File: src/rtl/shifter_pkg.sv
// Shared encodings for the serial shift unit: operation codes and FSM states.
package shifter_pkg;

   typedef enum logic [1:0] {
      OP_SLL  = 2'b00,
      OP_SRL  = 2'b01,
      OP_PASS = 2'b10,
      OP_SRA  = 2'b11
   } op_e;

   typedef enum logic [1:0] {
      IDLE,
      SHIFT,
      DONE
   } state_e;

endpackage

File: src/rtl/shift_step.sv
// One-position shift with operation-dependent fill bit; PASS returns the value unchanged.
module shift_step
   import shifter_pkg::*;
#(
   parameter int unsigned n = 32
) (
   input  logic [n-1:0] value,
   input  op_e          op,
   output logic [n-1:0] shifted
);

   always_comb begin
      shifted = value;
      unique case (op)
         OP_SLL:  shifted = {value[n-2:0], 1'b0};
         OP_SRL:  shifted = {1'b0, value[n-1:1]};
         OP_SRA:  shifted = {value[n-1], value[n-1:1]};
         OP_PASS: shifted = value;
         default: shifted = value;
      endcase
   end

endmodule

File: src/rtl/serial_shifter.sv
// Multi-cycle SLL/SRL/SRA unit: one bit position per clock behind valid/ready handshakes.
module serial_shifter
   import shifter_pkg::*;
#(
   parameter  int unsigned n  = 32,
   localparam int unsigned SW = $clog2(n)
) (
   input  logic          clk,
   input  logic          rst,
   input  logic          in_valid,
   output logic          in_ready,
   input  logic [n-1:0]  a,
   input  logic [SW-1:0] shamt,
   input  logic [1:0]    op,
   output logic          out_valid,
   input  logic          out_ready,
   output logic [n-1:0]  y
);

   state_e        state;
   op_e           op_q;
   logic [SW-1:0] count;
   logic [n-1:0]  result;
   logic [n-1:0]  stepped;

   shift_step #(.n(n)) u_step (
      .value   (result),
      .op      (op_q),
      .shifted (stepped)
   );

   assign in_ready = (state == IDLE);
   assign y        = result;

   always_ff @(posedge clk) begin
      if (rst) begin
         state     <= IDLE;
         op_q      <= OP_SLL;
         count     <= '0;
         result    <= '0;
         out_valid <= 1'b0;
      end else begin
         case (state)
            IDLE: begin
               if (in_valid) begin
                  result <= a;
                  count  <= shamt;
                  op_q   <= op_e'(op);
                  // Zero-distance shifts and PASS skip SHIFT entirely.
                  if (shamt == '0 || op_e'(op) == OP_PASS) begin
                     state     <= DONE;
                     out_valid <= 1'b1;
                  end else begin
                     state <= SHIFT;
                  end
               end
            end
            SHIFT: begin
               result <= stepped;
               count  <= count - SW'(1);
               if (count == SW'(1)) begin
                  state     <= DONE;
                  out_valid <= 1'b1;
               end
            end
            DONE: begin
               if (out_ready) begin
                  state     <= IDLE;
                  out_valid <= 1'b0;
               end
            end
            default: begin
               state     <= IDLE;
               out_valid <= 1'b0;
            end
         endcase
      end
   end

endmodule

File: config.mk
export PLATFORM = sky130hd
export DESIGN_NAME = serial_shifter
export DESIGN_NICKNAME = d
export VERILOG_FILES = /design/src/rtl/shifter_pkg.sv /design/src/rtl/shift_step.sv /design/src/rtl/serial_shifter.sv
export SDC_FILE = /design/constraint.sdc
export NUM_CORES = 1
export LEC_CHECK = 0
export ABC_AREA = 1
export BUFFER_PORTS_ARGS = -buffer_cell sky130_fd_sc_hd__buf_4
export CAP_MARGIN = 10
export CORE_ASPECT_RATIO = 0.7
export CORE_MARGIN = 2
export CORE_UTILIZATION = 45
export DETAILED_ROUTE_END_ITERATION = 16
export PLACE_DENSITY_LB_ADDON = 0.12
export SYNTH_ARGS = -nofsm -noshare
export SYNTH_HDL_FRONTEND = slang
export SYNTH_SLANG_ARGS = --single-unit
File: constraint.sdc
create_clock -name clk -period 1.15 [get_ports clk]
set_input_delay 0.23 -clock clk [delete_from_list [all_inputs] [get_ports clk]]
set_output_delay 0.23 -clock clk [all_outputs]
set_load 0.01 [all_outputs]
==> results of run 1 <==
## layout make-up
type / count / area [um2]
inverters: 51 / 191
repair buffers: 111 / 976
clock inverters: 1 / 5.00
fillers: 532 / 1900
flip-flops and latches: 42 / 851
clock buffers: 7 / 86.3
well taps: 75 / 93.8
multi-input cells: 322 / 1620
## worst paths after layout
kind / start / endpoint / slack, ps / cells after the start
worst min register to register: out_valid$_SDFFE_PP0P_ / out_valid$_SDFFE_PP0P_ / 450 / 2
worst max register to register: state[1]$_SDFFE_PP0P_ / y[29]$_SDFFE_PP0P_ / -180 / 9
worst min-delay path: rst / count[4]$_SDFFE_PP0P_ / 120 / 2
worst max-delay path: state[1]$_SDFFE_PP0P_ / y[29]$_SDFFE_PP0P_ / -180 / 9
## repair_timing
item | CTS | global route
cloned | 2 | 0
hold buffers | 0 | 0
endpoints found under the setup margin | 42 | 43
setup buffers | 4 | 2
pin swaps | 4 | 3
resized for setup | 28 | 21
## synthesized netlist by cell type (2+ instances only)
master    instances  area share [%]
nand2_1         176              25
nand2_2           3            0.70
buf_8             2             1.1
clkbuf_1          9             1.3
nor2_1           56             7.9
ha_1              2            0.94
nand3_1          12             2.3
o21ai_0          10             1.9
dfxtp_1          42              32
nor2_2           21             4.9
a21oi_1           7             1.3
buf_6             5             2.1
inv_1            50             7.0
o211ai_1         30             8.5
buf_2             8             1.5
## worst max-delay path: stages (launching register included)
cell and delay, ps:
dfxtp_4 370, buf_12 120, nor2_4 140, nand2_4 80, nand2_4 100, nand2_8 90
buf_12 170, nand2_1 70, nand2_1 60, nor2_2 70
## kinds of logic (layout without fill, tap and decap cells)
family | count (synthesis) | in the layout
AND/OR/NAND/NOR | 272 | 272
buffers and inverters | 75 | 170
AO/OA/AOI/OAI | 48 | 48
flip-flops | 42 | 42
adder cells (fa/ha/maj) | 2 | 2
## power by group
part	total, uW	internal (uW)	switching [uW]
logic	5160	2370	2800
registers	2370	1960	417
clock network	1010	485	522
## per-layer routing
layer,wire length (um),GRT usage [%],up-vias
li1,-,-,1536
met1,3560,35.2,1300
met2,3200,36.5,73
met3,437,4.07,6
met4,53,8.04,0
met5,0,0,-
## flip-flops by register name, summed over array words and instances (netlist names)
signal and count:
y 32, out_valid 1, state 2, count 5
op_q 2
## stage by stage
stage          hold WS (ps)  TNS (ps)  setup WS [ps]  utilization, %
2_1_floorplan           299      -257          -14.3               -
3_3_place_gp            435     -3290           -124            61.7
3_5_place_dp            436     -4450           -162            61.7
4_1_cts                 112     -5660           -173            65.8
5_1_grt                 113     -8970           -255            66.8
6_report                124     -5990           -177            66.8
==> results by group, run 1 <==
Power and ir drop
  – Pwr per Cell Area: ~2200 nW/um2
  – Leakage: 0.00196 uW
  – Maximum vdd drop: 1010 uV
  – Total Power: approximately 8500 uW

Synth
  – Compound-Gate Fraction of Synth Area: between 10% and 20%
  – Combinational family with the most area after synthesis: simple AND/OR/NAND/NOR gates
  – Flops & latches, synth: 42
  – Post-Synth Adder-Cell Area: 0.939%
  – Warnings from Yosys: 0
  – Post-synthesis instance area: 2660 um2
  – Distinct cells, synth: 21
  – Multiplexer area fraction after synthesis: 0%
  – Sequential fraction of the synthesis area: a little under a third
  – Synth Area in XOR/XNOR: 0%
  – Primary FF master, synth: dfxtp_1
  – Post-synth EDFFs: 0
  – Post-synth net total: approximately 480
  – Synth Instances: 439
  – Syn Area/Cell: 6.07 um2
  – Asr flop ratio synth: 0%
  – Post-synthesis simple-gate area fraction: 42.4%

Clock network
  – Worst-Skew Late Latency: approximately 290 ps
  – Htree depth: 2
  – Clk slew on worst S/H paths: ~80 ps
  – CTS Buffer Depth: 2
  – TritonCTS sink count: 42
  – Cts bufs inserted: 5
  – Root Buffer: clkbuf_8
  – CTS tree: yes

Detailed routing
  – Final wirelength: 7.24 mm
  – First drt pass iteration count: 4
  – Drt via density: ~4.8
  – DR WL/cell: around 12 um
  – Iter 0 DRT Violations: 119
  – Drc violations: 0
  – Post-DRT Antenna Nets: 0
  – Via Count: slightly below 3,000

Flow run
  – Max Cap Viol: 0

Setup path
  – Critical path type: reg -> reg
  – Max FO, Critical Path: 16
  – Critical Path RT: between 1000 and 1500 ps
  – Critical Path AT: ~1600 ps
  – Kind of start point of the critical path: register
  – Crit end category: register

GRT
  – Largest net degree at the start of global routing: 32
  – Number of global-route vias before repair: 2,689
  – First-pass GRT wire length: 12.3 mm
  – Overflow after GRT: 0
  – GRT Util Overall: between 20% and 30%
  – Initial antenna violation count: 0

STA
  – Final setup violating endpoints: 42
  – Post-route clock period utilization: 115%
  – Slew Viols, Final: 0
  – RSZ-0062 raised after global routing: yes
  – Final min period: roughly 1300 ps
  – Final hold vios: 0
  – Slew margin rel.: about 85%
  – Final WS setup: -177 ps
  – Worst-margin pin slew: between 200 and 250 ps
  – Final Skew: 3.53 ps
  – Max Fclk: around 750 MHz

Placed design
  – Cells after DPL: a little under 600
  – Global placement routability congestion: ~0.86
  – Post-detail-place hpwl: 4.90 mm
  – PortBufs: 76
  – Cell Area, Placed: around 3500 um2

Floorplan
  – Die Wd: between 90 and 100 um
  – Row cnt: 23
  – Die area: approximately 6600 um2
  – Starting Density: between 40% and 50%
  – Die Ht: approximately 68 um
  – Core area: 5730 um2
  – I/O pin cnt: 77

Finish
  – Ant. Diodes: 0
  – Final #Nets: around 580
  – Layout cell share with drive strength beyond 1: between 30 and 40%
  – Non-filler instance count after layout: ~610
  – P&R area growth vs syn: 43.6%
  – Most common cell after layout, fill and taps aside: nand2_1
  – Most frequent cells in the layout: nand2_1 (167), buf_4 (98), inv_1 (48), nor2_1 (48), dfxtp_1 (38)
  – Post-route cell area: 3820 um2

Hold path
  – HP Class: in -> reg

Run status
  – Failing checks: setup timing
  – Outcome: finished with violations
Note: power is estimated with default switching activity, not from simulation.
==> run 2: changes to the inputs <==
- BUFFER_PORTS_ARGS: -buffer_cell sky130_fd_sc_hd__buf_4 -> -buffer_cell sky130_fd_sc_hd__buf_2
==> run 2 against run 1 <==
Wire length decreased by 0.76%. Cell count decreased by 0.66%. Core utilization decreased by 2.4 points. The run still ends with setup timing left. Clock skew increased by 4.5 ps. Sequential share of layout area increased by 0.85 points. Non-clock buffer count decreased by 4. Combinational power decreased by 2%. Via count increased by 0.27%. Clock power increased by 11%. Register-to-register slack improved by 30 ps. Count of clock-buffer cells in the layout decreased by 1. Critical path depth decreased by 1.
==> results by group, run 2 (synthesis results as in run 1) <==
GRT
  – Number of global-route vias before repair: ~2,500
  – Overflow after GRT: 0
  – GRT Util Overall: between 20 and 25%
  – Initial antenna violation count: 0
  – Largest net degree at the start of global routing: 40
  – First-pass GRT wire length: about 12 mm

Clock network
  – TritonCTS sink count: 42
  – Cts bufs inserted: 5
  – CTS Buffer Depth: 2
  – Post-CTS Hold Fix Bufs: 0
  – CTS tree: yes
  – Root Buffer: clkbuf_8
  – Worst-Skew Late Latency: about 300 ps
  – Clk slew on worst S/H paths: 90 ps
  – Htree depth: 2

Detailed routing
  – Post-DRT Antenna Nets: 0
  – Drc violations: 0
  – DR WL/cell: 11.9 um
  – First drt pass iteration count: 4
  – Final wirelength: 7.19 mm
  – Via Count: 2,923
  – Drt via density: 4.83
  – Iter 0 DRT Violations: 90

STA
  – Final WS setup: -143 ps
  – Slew Viols, Final: 0
  – Final Skew: 8.06 ps
  – Max Fclk: 773 MHz
  – Hold slack: about 160 ps
  – RSZ-0062 raised after global routing: yes
  – Slew margin rel.: roughly 86%
  – Final hold vios: 0
  – Final setup violating endpoints: between 40 and 50
  – Worst-margin pin slew: ~200 ps
  – Post-route clock period utilization: 112%
  – Final min period: approximately 1300 ps

Finish
  – Post-route cell area: about 3700 um2
  – Util after Layout: between 60% and 70%
  – Layout cell share with drive strength beyond 1: between 30% and 40%
  – Most common cell after layout, fill and taps aside: nand2_1
  – Multi-input logic area: 1680 um2
  – P&R area growth vs syn: 38.3%
  – Max reg flops: 32
  – FILL cells: around 540
  – Final #Nets: between 500 and 600
  – Most frequent cells in the layout: nand2_1 (150), buf_2 (75), nor2_1 (52)
  – Ant. Diodes: 0
  – Sequential cell area: 851 um2

Placed design
  – PortBufs: 76
  – Global placement routability congestion: 0.875
  – Cell Area, Placed: between 3000 and 4000 um2
  – Post-detail-place hpwl: 4.94 mm

Floorplan
  – Row cnt: 23
  – Starting Density: between 40% and 50%
  – Die Ht: between 60 and 70 um
  – Die Wd: approximately 96 um
  – I/O pin cnt: a little under 80
  – Die area: 6560 um2
  – Core area: between 5000 and 6000 um2

Power and ir drop
  – Maximum vdd drop: between 1000 and 1500 uV
  – Pwr per Cell Area: ~2300 nW/um2
  – Leakage: roughly 0.0019 uW

Setup path
  – Kind of start point of the critical path: register
  – Critical path type: reg -> reg
  – Critical Path RT: roughly 1400 ps
  – Max FO, Critical Path: 22
  – Critical Path AT: 1490 ps
  – Crit end category: register

Run status
  – Failing checks: setup timing
  – Outcome: finished with violations

Hold path
  – HP Class: in -> reg

Flow run
  – Max Cap Viol: 0
[run 2: final cells by class]
cell class	count	share of cell area (%)
Tap cell	75	2.55
Clock inverter	2	0.272
Multi-Input combinational cell	322	45.5
Sequential cell	42	23.1
Clock buffer	6	2.55
Inverter	51	5.20
Timing Repair Buffer	107	20.9
[run 2: metal layers]
layer | vias to the layer above | GRT usage, % | routed length, um
li1 | 1527 | - | -
met1 | 1316 | 31.4 | 3620
met2 | 74 | 36.2 | 3080
met3 | 6 | 4.52 | 429
met4 | 0 | 4.82 | 61
met5 | - | 0 | 0
[run 2: report_power, final]
part	total (uW)	switching, uW	internal (uW)
logic	5070	2890	2180
registers	2350	393	1950
clock network	1120	562	553
[run 2: final timing paths]
check | startpoint | end | slack (ps) | cells past startpoint
worst max-delay path | state[1]$_SDFFE_PP0P_ | y[3]$_SDFFE_PP0P_ | -140 | 8
worst min-delay path | rst | count[4]$_SDFFE_PP0P_ | 160 | 2
worst max register to register | state[1]$_SDFFE_PP0P_ | y[3]$_SDFFE_PP0P_ | -140 | 8
worst min register to register | out_valid$_SDFFE_PP0P_ | out_valid$_SDFFE_PP0P_ | 450 | 2
[run 2: what timing repair did]
action | in CTS | in global routing
gates resized for setup | 38 | 19
pin swaps | 4 | 10
endpoints found under the setup margin | 42 | 43
gates cloned | 1 | 1
setup buffers | 3 | 2
[run 2: critical path: stages, from the launching register on]
cell and delay (ps):
dfxtp_4 360, buf_12 130, nor2_4 140, nand2_4 70, nand2_4 90, nand2_8 80
buf_12 160, nor2_1 110, nor2_1 50
[run 2: through the flow]
stage,worst slack (ps),total power (uW),instances,TNS (ps)
4_1_cts,-134,8310,603,-4130
3_5_place_dp,-124,6760,591,-3740
6_report,-143,8540,605,-4610
3_3_place_gp,-85.7,6670,591,-2650
2_1_floorplan,-14.3,5360,439,-257
5_1_grt,-248,9250,605,-7890
==> run 3: changes to the inputs <==
- CORE_ASPECT_RATIO: 0.7 -> 0.5
- CORE_UTILIZATION: 45 -> 47
==> run 3 against run 2 <==
The run still ends with setup timing left. Maximum frequency shrank 0.69%. Combinational power grew 4%. Register-to-register slack barely moved. Critical endpoint is now y[18]$_SDFFE_PP0P_. Setup slack got worse by 9.0 ps. Count of clock-buffer cells in the layout rose by 1. Flip-flop and latch count did not move. Largest power group unchanged.
==> results by group, run 3 (synthesis results as in run 1) <==
STA
  – Fin Setup TNS: -4150 ps
  – Final setup violating endpoints: 42
  – RSZ-0062 raised after global routing: yes
  – Final min period: roughly 1300 ps
  – Final WS setup: -152 ps
  – Final hold vios: 0
  – Slew Viols, Final: 0
  – Post-route clock period utilization: 113%
  – Max Fclk: about 770 MHz
  – Slew margin rel.: between 80 and 90%
  – Final Skew: around 6 ps
  – Worst-margin pin slew: about 220 ps

Placed design
  – Global placement routability congestion: a little under 0.8
  – PortBufs: 76
  – Dpl ws: -116 ps
  – Cells after DPL: between 500 and 600
  – Post-detail-place hpwl: about 4.8 mm

Power and ir drop
  – Leakage: ~0.002 uW
  – Maximum vdd drop: between 1000 and 1500 uV
  – Total Power: 9010 uW
  – Pwr per Cell Area: roughly 2400 nW/um2

Floorplan
  – Die Wd: approximately 110 um
  – Core area: approximately 5500 um2
  – Die area: roughly 6300 um2
  – Row cnt: 19
  – Starting Density: 48.7%
  – I/O pin cnt: 77
  – Die Ht: between 50 and 60 um

Finish
  – Util after Layout: 69.9%
  – Final #Nets: 583
  – Multi-input logic area: roughly 1700 um2
  – Most frequent cells in the layout: nand2_1 (154), buf_2 (75), nor2_1 (51)
  – Most common cell after layout, fill and taps aside: nand2_1
  – FILL cells: between 400 and 500
  – Max reg flops: 32
  – Ant. Diodes: 0
  – Non-filler instance count after layout: a little over 600
  – Sequential cell area: 851 um2
  – Layout cell share with drive strength beyond 1: 36.2%
  – P&R area growth vs syn: 43.5%

Detailed routing
  – DR WL/cell: approximately 12 um
  – Drc violations: 0
  – Iter 0 DRT Violations: roughly 140
  – Met3 Wirelength: 407 um
  – Via Count: 2,928
  – M1 WL: around 3.5 mm
  – Highest Signal Layer: met4
  – Post-DRT Antenna Nets: 0
  – First drt pass iteration count: 7
  – Final wirelength: 7.12 mm
  – Drt via density: about 4.8
  – Met2 WL: between 3 and 4 mm

Setup path
  – Reg-to-reg slack, setup: -150 ps
  – Worst reg2reg path startpoint: state[1]$_SDFFE_PP0P_
  – Crit end category: register
  – Critical Path AT: between 1000 and 1500 ps
  – Kind of start point of the critical path: register
  – Critical Path RT: 1330 ps
  – Cell count of the worst reg-to-reg path: 9
  – Critical path type: reg -> reg
  – Max FO, Critical Path: 8
  – R2R Path End: y[18]$_SDFFE_PP0P_

GRT
  – GRT Util Overall: approximately 22%
  – Overflow after GRT: 0
  – Largest net degree at the start of global routing: 42
  – Number of global-route vias before repair: ~2,600
  – First-pass GRT wire length: about 11 mm
  – Initial antenna violation count: 0

Clock network
  – Worst-Skew Late Latency: between 200 and 300 ps
  – Clk slew on worst S/H paths: 60 ps
  – Htree depth: 2
  – TritonCTS sink count: 42
  – Cts bufs inserted: 5
  – CTS Buffer Depth: 2
  – Root Buffer: clkbuf_16
  – CTS tree: yes

Hold path
  – Hold path startpoint: rst
  – WHS Endpoint: count[4]$_SDFFE_PP0P_
  – HP Class: in -> reg
  – Hold path cells: 2

Flow run
  – Max Cap Viol: 0

Run status
  – Outcome: finished with violations
  – Failing checks: setup timing
run 3: timing repair:
action / in CTS / in global routing
setup endpoints to repair: 39 / 43
pin swaps: 4 / 12
buffers inserted: 1 / 4
gates cloned: 2 / 2
gates resized for setup: 21 / 41
hold buffers: 0 / 0
run 3: worst max path at each step:
stage | from | slack (ps) | endpoint | cells after the start
after detailed placement | state[1]$_SDFFE_PP0P_ | -120 | y[26]$_SDFFE_PP0P_ | 9
after global routing | state[1]$_SDFFE_PP0P_ | -200 | y[18]$_SDFFE_PP0P_ | 9
after global placement | state[1]$_SDFFE_PP0P_ | -70 | y[31]$_SDFFE_PP0P_ | 8
after floorplan | state[1]$_SDFFE_PP0P_ | -10 | y[23]$_SDFFE_PP0P_ | 9
after CTS | state[0]$_SDFFE_PP0P_ | -90 | y[16]$_SDFFE_PP0P_ | 7
final | state[1]$_SDFFE_PP0P_ | -150 | y[18]$_SDFFE_PP0P_ | 9
run 3: layer usage:
metal	global-route usage, %	vias up
li1	-	1548
met1	28.9	1296
met2	38.2	80
met3	5.10	4
met4	3.04	0
met5	0	-
run 3: worst max-delay path, stage by stage (launching register included):
cell,delay [ps]
dfxtp_4,360
inv_4,60
nand2_4,60
nor2_4,150
nand2_4,110
nand2_8,150
clkbuf_16,180
nand2_2,40
nand2_1,50
nor2_1,30
run 3: per-stage QoR:
| stage | hold WS (ps) | instance area, um2 |
|---|---|---|
| after CTS | 159 | 3630 |
| after detailed placement | 443 | 3380 |
| after global routing | 169 | 3820 |
| final | 162 | 3820 |
| after floorplan | 299 | 2740 |
| after global placement | 437 | 3380 |
run 3: power breakdown:
group | switching, uW | internal [uW]
Clock | 544 | 861
Combinational | 2900 | 2350
Sequential | 401 | 1960
run 3: cell type report:
| type | count | area share (%) |
|---|---|---|
| multi-input cells | 323 | 44.0 |
| repair buffers | 115 | 22.3 |
| flip-flops and latches | 42 | 22.3 |
| inverters | 51 | 5.14 |
| clock buffers | 7 | 3.73 |
| well taps | 73 | 2.39 |
| clock inverters | 1 | 0.131 |
